`src/rtl/uart_pkg.sv`:
```
// rtl/uart_pkg.sv - shared state encoding and default sizing for the UART receive sequencer
package uart_pkg;

   typedef enum logic [2:0] {
      IDLE   = 3'd0,
      START  = 3'd1,
      DATA   = 3'd2,
      PARITY = 3'd3,
      STOP   = 3'd4
   } uart_state_t;

   localparam int UART_OVERSAMPLE = 16;
   localparam int UART_DATA_BITS  = 8;

endpackage

```
`src/rtl/uart_sync2.sv`:
```
// rtl/uart_sync2.sv - two-flop synchronizer for one asynchronous bit, reset value selectable
module uart_sync2 #(
   parameter logic RESET_VAL = 1'b1
) (
   input  logic clk,
   input  logic reset,
   input  logic d,
   output logic q
);

   logic meta;

   always_ff @(posedge clk or negedge reset) begin
      if (!reset) begin
         meta <= RESET_VAL;
         q    <= RESET_VAL;
      end else begin
         meta <= d;
         q    <= meta;
      end
   end

endmodule

```
`src/rtl/uart_rx_sequencer.sv`:
```
// rtl/uart_rx_sequencer.sv - oversampled UART frame sequencer: strobes shift/parity/stop capture
// and holds per-frame status until the consumer acknowledges it
module uart_rx_sequencer
   import uart_pkg::*;
#(
   parameter int OVERSAMPLE = UART_OVERSAMPLE,
   parameter int DATA_BITS  = UART_DATA_BITS,
   parameter int PARITY_EN  = 1
) (
   input  logic clk,
   input  logic reset,
   input  logic sample_tick,
   input  logic rx_in,
   input  logic parity_error,
   input  logic frame_ack,
   output logic shift,
   output logic parity_load,
   output logic check_stop,
   output logic frame_valid,
   output logic parity_fail,
   output logic framing_err,
   output logic overrun,
   output logic busy
);

   localparam int OSW = $clog2(OVERSAMPLE);
   localparam int BCW = $clog2(DATA_BITS + 1);
   localparam logic [OSW-1:0] OS_MID   = OSW'(OVERSAMPLE / 2 - 1);
   localparam logic [OSW-1:0] OS_LAST  = OSW'(OVERSAMPLE - 1);
   localparam logic [BCW-1:0] BIT_LAST = BCW'(DATA_BITS - 1);

   uart_state_t    state, state_nxt;
   logic [OSW-1:0] os_cnt, os_nxt;
   logic [BCW-1:0] bit_cnt, bit_nxt;
   logic           rx_s;
   logic           complete;
   logic           par_arm;
   logic           par_pend;

   uart_sync2 #(.RESET_VAL(1'b1)) u_sync (
      .clk   (clk),
      .reset (reset),
      .d     (rx_in),
      .q     (rx_s)
   );

   assign busy = (state != IDLE);

   always_ff @(posedge clk or negedge reset) begin
      if (!reset) begin
         state   <= IDLE;
         os_cnt  <= '0;
         bit_cnt <= '0;
      end else begin
         state   <= state_nxt;
         os_cnt  <= os_nxt;
         bit_cnt <= bit_nxt;
      end
   end

   // After START the counter free-runs modulo OVERSAMPLE, so OS_LAST marks every mid-bit
   always_comb begin
      state_nxt   = state;
      os_nxt      = os_cnt;
      bit_nxt     = bit_cnt;
      shift       = 1'b0;
      parity_load = 1'b0;
      check_stop  = 1'b0;
      complete    = 1'b0;
      if (sample_tick) begin
         case (state)
            IDLE: begin
               if (!rx_s) begin
                  state_nxt = START;
                  os_nxt    = '0;
               end
            end
            START: begin
               if (os_cnt == OS_MID) begin
                  os_nxt    = '0;
                  bit_nxt   = '0;
                  state_nxt = rx_s ? IDLE : DATA;
               end else begin
                  os_nxt = os_cnt + 1'b1;
               end
            end
            DATA: begin
               os_nxt = os_cnt + 1'b1;
               if (os_cnt == OS_LAST) begin
                  shift   = 1'b1;
                  bit_nxt = bit_cnt + 1'b1;
                  if (bit_cnt == BIT_LAST) begin
                     state_nxt = (PARITY_EN != 0) ? PARITY : STOP;
                  end
               end
            end
            PARITY: begin
               os_nxt = os_cnt + 1'b1;
               if (os_cnt == OS_LAST) begin
                  parity_load = 1'b1;
                  state_nxt   = STOP;
               end
            end
            STOP: begin
               os_nxt = os_cnt + 1'b1;
               if (os_cnt == OS_LAST) begin
                  check_stop = 1'b1;
                  complete   = 1'b1;
                  state_nxt  = IDLE;
               end
            end
            default: state_nxt = IDLE;
         endcase
      end
   end

   // The checker answers one clk after parity_load; STOP's mid-bit is many ticks away, so the
   // late latch never collides with completion
   always_ff @(posedge clk or negedge reset) begin
      if (!reset) begin
         par_arm     <= 1'b0;
         par_pend    <= 1'b0;
         frame_valid <= 1'b0;
         parity_fail <= 1'b0;
         framing_err <= 1'b0;
         overrun     <= 1'b0;
      end else begin
         par_arm <= parity_load;
         if (par_arm) begin
            par_pend <= parity_error;
         end else if (complete) begin
            par_pend <= 1'b0;
         end
         if (complete) begin
            frame_valid <= 1'b1;
            parity_fail <= par_pend;
            framing_err <= ~rx_s;
            if (frame_valid && !frame_ack) begin
               overrun <= 1'b1;
            end
         end else if (frame_valid && frame_ack) begin
            frame_valid <= 1'b0;
            parity_fail <= 1'b0;
            framing_err <= 1'b0;
         end
      end
   end

endmodule

```
`config.mk`:
```
export PLATFORM = sky130hd
export DESIGN_NAME = uart_rx_sequencer
export DESIGN_NICKNAME = d
export VERILOG_FILES = /design/src/rtl/uart_pkg.sv /design/src/rtl/uart_sync2.sv /design/src/rtl/uart_rx_sequencer.sv
export SDC_FILE = /design/constraint.sdc
export NUM_CORES = 1
export LEC_CHECK = 0
export ABC_CLOCK_PERIOD_IN_PS = 2350
export CELL_PAD_IN_SITES_DETAIL_PLACEMENT = 0
export CELL_PAD_IN_SITES_GLOBAL_PLACEMENT = 1
export CORE_MARGIN = 2
export CORE_UTILIZATION = 40
export CTS_CLUSTER_DIAMETER = 50
export DETAILED_ROUTE_END_ITERATION = 16
export HOLD_SLACK_MARGIN = 0.15
export MAX_ROUTING_LAYER = met4
export PLACE_DENSITY = 0.87
export SLEW_MARGIN = 20
export SYNTH_ARGS = -nofsm -noshare
export SYNTH_HDL_FRONTEND = slang
export SYNTH_SLANG_ARGS = --single-unit
```
`constraint.sdc`:
```
create_clock -name clk -period 2.35 [get_ports clk]
set_input_delay 0.235 -clock clk [delete_from_list [all_inputs] [get_ports clk]]
set_output_delay 0.235 -clock clk [all_outputs]
set_load 0.01 [all_outputs]
```
==> metrics.yaml <==
outcome: "completed"
wirelength_um: 2130
cts_tree: "done"
top_level_ports: 14
area_growth_pct: 24.0
drv_cap: 0
path_cells: "or3b_4 -> nor2_1 -> clkdlybuf4s50_1"
wl_met1_um: 995
final_antenna_net_count: 0
cpMaxStageDelayCell: "dfrtp_1"
grt_pass1_wl_um: 3460
hold_viol_final: 0
critPathBufInv: 1
cts_buffer_depth: 2
reg_top3: "bit_cnt x4, os_cnt x4, state x3"
p_per_area_nw_per_um2: 898
synth-main-ff-cell: "dfrtp_1"
dr.pass1.iters: 4
grt.total_usage_pct: 16.7
numCtsBuffers: 3
drv_slew: 0
start_util_pct: 41.9
path_max_fanout: 12
wire_per_inst_um: 13.3
fin_crit_ns: 2.21
cts_root_buffer: "clkbuf_4"
synth_compound_area_share_pct: 20.0
crit_type: "reg2out"
max-vdd-ir-drop_mv: 0.538
htree_levels: 1
final.setup_skew_ns: 0.000831
ys_seq_elements: 19
layout-drive-gt1-share_pct: 20.0
synth-adder-area-share_pct: 2.41
clk_pin_slew_ns: 0.10
synthMuxAreaShare_pct: 1.08
synth_xor_area_share_pct: 0
fin_cells: 160
avgSynthCellArea_sq_um: 9.44
gp_congestion: 0.788
arrival_ns: 1.98
hpwl_um: 1580
drc: 0
synth_edf_count: 0
ys_types: 39
hp-class: "in2async"
met2_length_um: 1030
grt_max_degree: 20
netlist_area_sq_um: 1040
port_buffers: 13
dr_wl_met3_um: 86
num_vias: 852
synth_top_family_by_area: "simple AND/OR/NAND/NOR gates"
startpoint_type: "register"
p_leak_uw: 0.000568
grt_pass1_vias: 791
rsz0062_at_grt: "no"
clock_latency_ns: 0.30
synthesis.nets: 118
die_y_um: 55.0
worst_slew_pin_slew_ns: 0.375
via_per_inst: 5.33
yosysSeqAreaShare_pct: 46.0
setup_viol: 0
pre_cts_ws_ns: 0.317
post-route-period-util_pct: 94.2
yosys.area_share.simple_pct: 24.9
synthArstFlopShare_pct: 100
fin_tns_setup_ns: 0
timing.final.ws_setup_ns: 0.137
end_kind: "output port"
holdBufCountCts: 0
gr-total-overflow: 0
design.core.area_sq_um: 2480
cpPeakStageDelay_ns: 0.56
slew_headroom_pct: 74.7
synthCells: 110
die_w_um: 55.0
fmax_mhz: 452
numClockSinks: 19
yosysWarnings: 0
dieArea_sq_um: 3020
required_ns: 2.12
worst_path_dominant_cell_family: "simple AND/OR/NAND/NOR gates"
fin_nets: 139
drt_iter0_drc: 21
rows: 18
dr.max_layer_used: "met4"
antenna_cells: 0
numPlacedInstances: 155
antenna_found_initial: 0
==> cells in the mapped netlist, types with 2 or more instances <==
cell type | number | area [sq um]
dfrtp_1 | 17 | 425
nand2_1 | 14 | 52.6
o21ai_0 | 10 | 50.1
inv_1 | 9 | 33.8
nand3_1 | 7 | 35.0
nor2_1 | 6 | 22.5
a21oi_1 | 4 | 20.0
a22o_1 | 4 | 35.0
o31ai_1 | 3 | 22.5
a21o_1 | 2 | 15.0
and3_1 | 2 | 12.5
buf_4 | 2 | 15.0
dfstp_2 | 2 | 52.6
ha_1 | 2 | 25.0
nor3b_2 | 2 | 25.0
==> final timing paths <==
| path | start | to | slack [ns] | cells past startpoint |
|---|---|---|---|---|
| min reg2reg | u_sync.meta | u_sync.q | 0.36 | 0 |
| min | reset | frame_valid | 0.26 | 2 |
| max | state[1] | shift | 0.14 | 3 |
| max in group asynchronous | reset | u_sync.q | 1.83 | 2 |
| min in group clk | rx_in | u_sync.meta | 0.34 | 1 |
| max reg2reg | state[0] | os_cnt[3] | 0.59 | 5 |
==> metrics by stage <==
step                      area (sq um)  hold WS [ns]  total power (uW)  utilization, %
after floorplan                   1040       -0.0606               833               -
after global placement            1230         0.349               951            49.5
after detailed placement          1230         0.348               965            49.5
after CTS                         1260         0.246              1160            51.1
after global routing              1290         0.274              1260            52.0
final                             1290         0.259              1160            52.0
==> layer usage <==
layer  up-vias  global-route usage (%)
met4         0                    6.10
met2        17                    24.6
met1       401                    21.9
met5         -                       -
li1        430                       -
met3         4                    4.84
==> report_power, final <==
part           switching, uW  internal (uW)
Sequential              85.1            396
Clock                    101           63.4
Combinational            248            262
==> placed cells by master, fill, tap and decap left out, types with 2 or more instances in the layout <==
| cell | Yosys | routed |
|---|---|---|
| a21o_1 | 2 | 2 |
| a21oi_1 | 4 | 4 |
| a22o_1 | 4 | 4 |
| buf_4 | 2 | 7 |
| clkbuf_4 | 0 | 3 |
| clkdlybuf4s50_1 | 0 | 12 |
| dfrtp_1 | 17 | 17 |
| dfstp_2 | 2 | 2 |
| inv_1 | 9 | 9 |
| nand2_1 | 14 | 14 |
| nand3_1 | 7 | 7 |
| nor2_1 | 6 | 6 |
| nor3b_2 | 2 | 3 |
| o21ai_0 | 10 | 10 |
| o31ai_1 | 3 | 3 |
==> cell type report <==
cell class / count / area [sq um]
multi-input cells: 78 / 526
clock buffers: 3 / 22.5
repair buffers: 20 / 185
clock inverters: 1 / 5.00
well taps: 30 / 37.5
flip-flops and latches: 19 / 478
fillers: 242 / 1190
inverters: 9 / 33.8
==> worst register-to-register path, delay by kind of cell (launching register included) <==
kind / cells / cell delay, ns
simple gates: 3 / 0.75
flops: 1 / 0.42
compound gates: 1 / 0.30
buf+inv: 1 / 0.18
==> cell families after synthesis <==
family          count (synthesis)
compound gates                 30
fa+ha+maj                       2
buf+inv                        13
flops                          19
mux                             1
simple gates                   45
==> timing repair <==
item / 4_1_cts / 5_1_grt
setup endpoints to repair: 1 / 2
pin swaps: 0 / 0
buffers inserted: 1 / 0
gates resized for setup: 1 / 4
(Power assumes the default switching activity.)
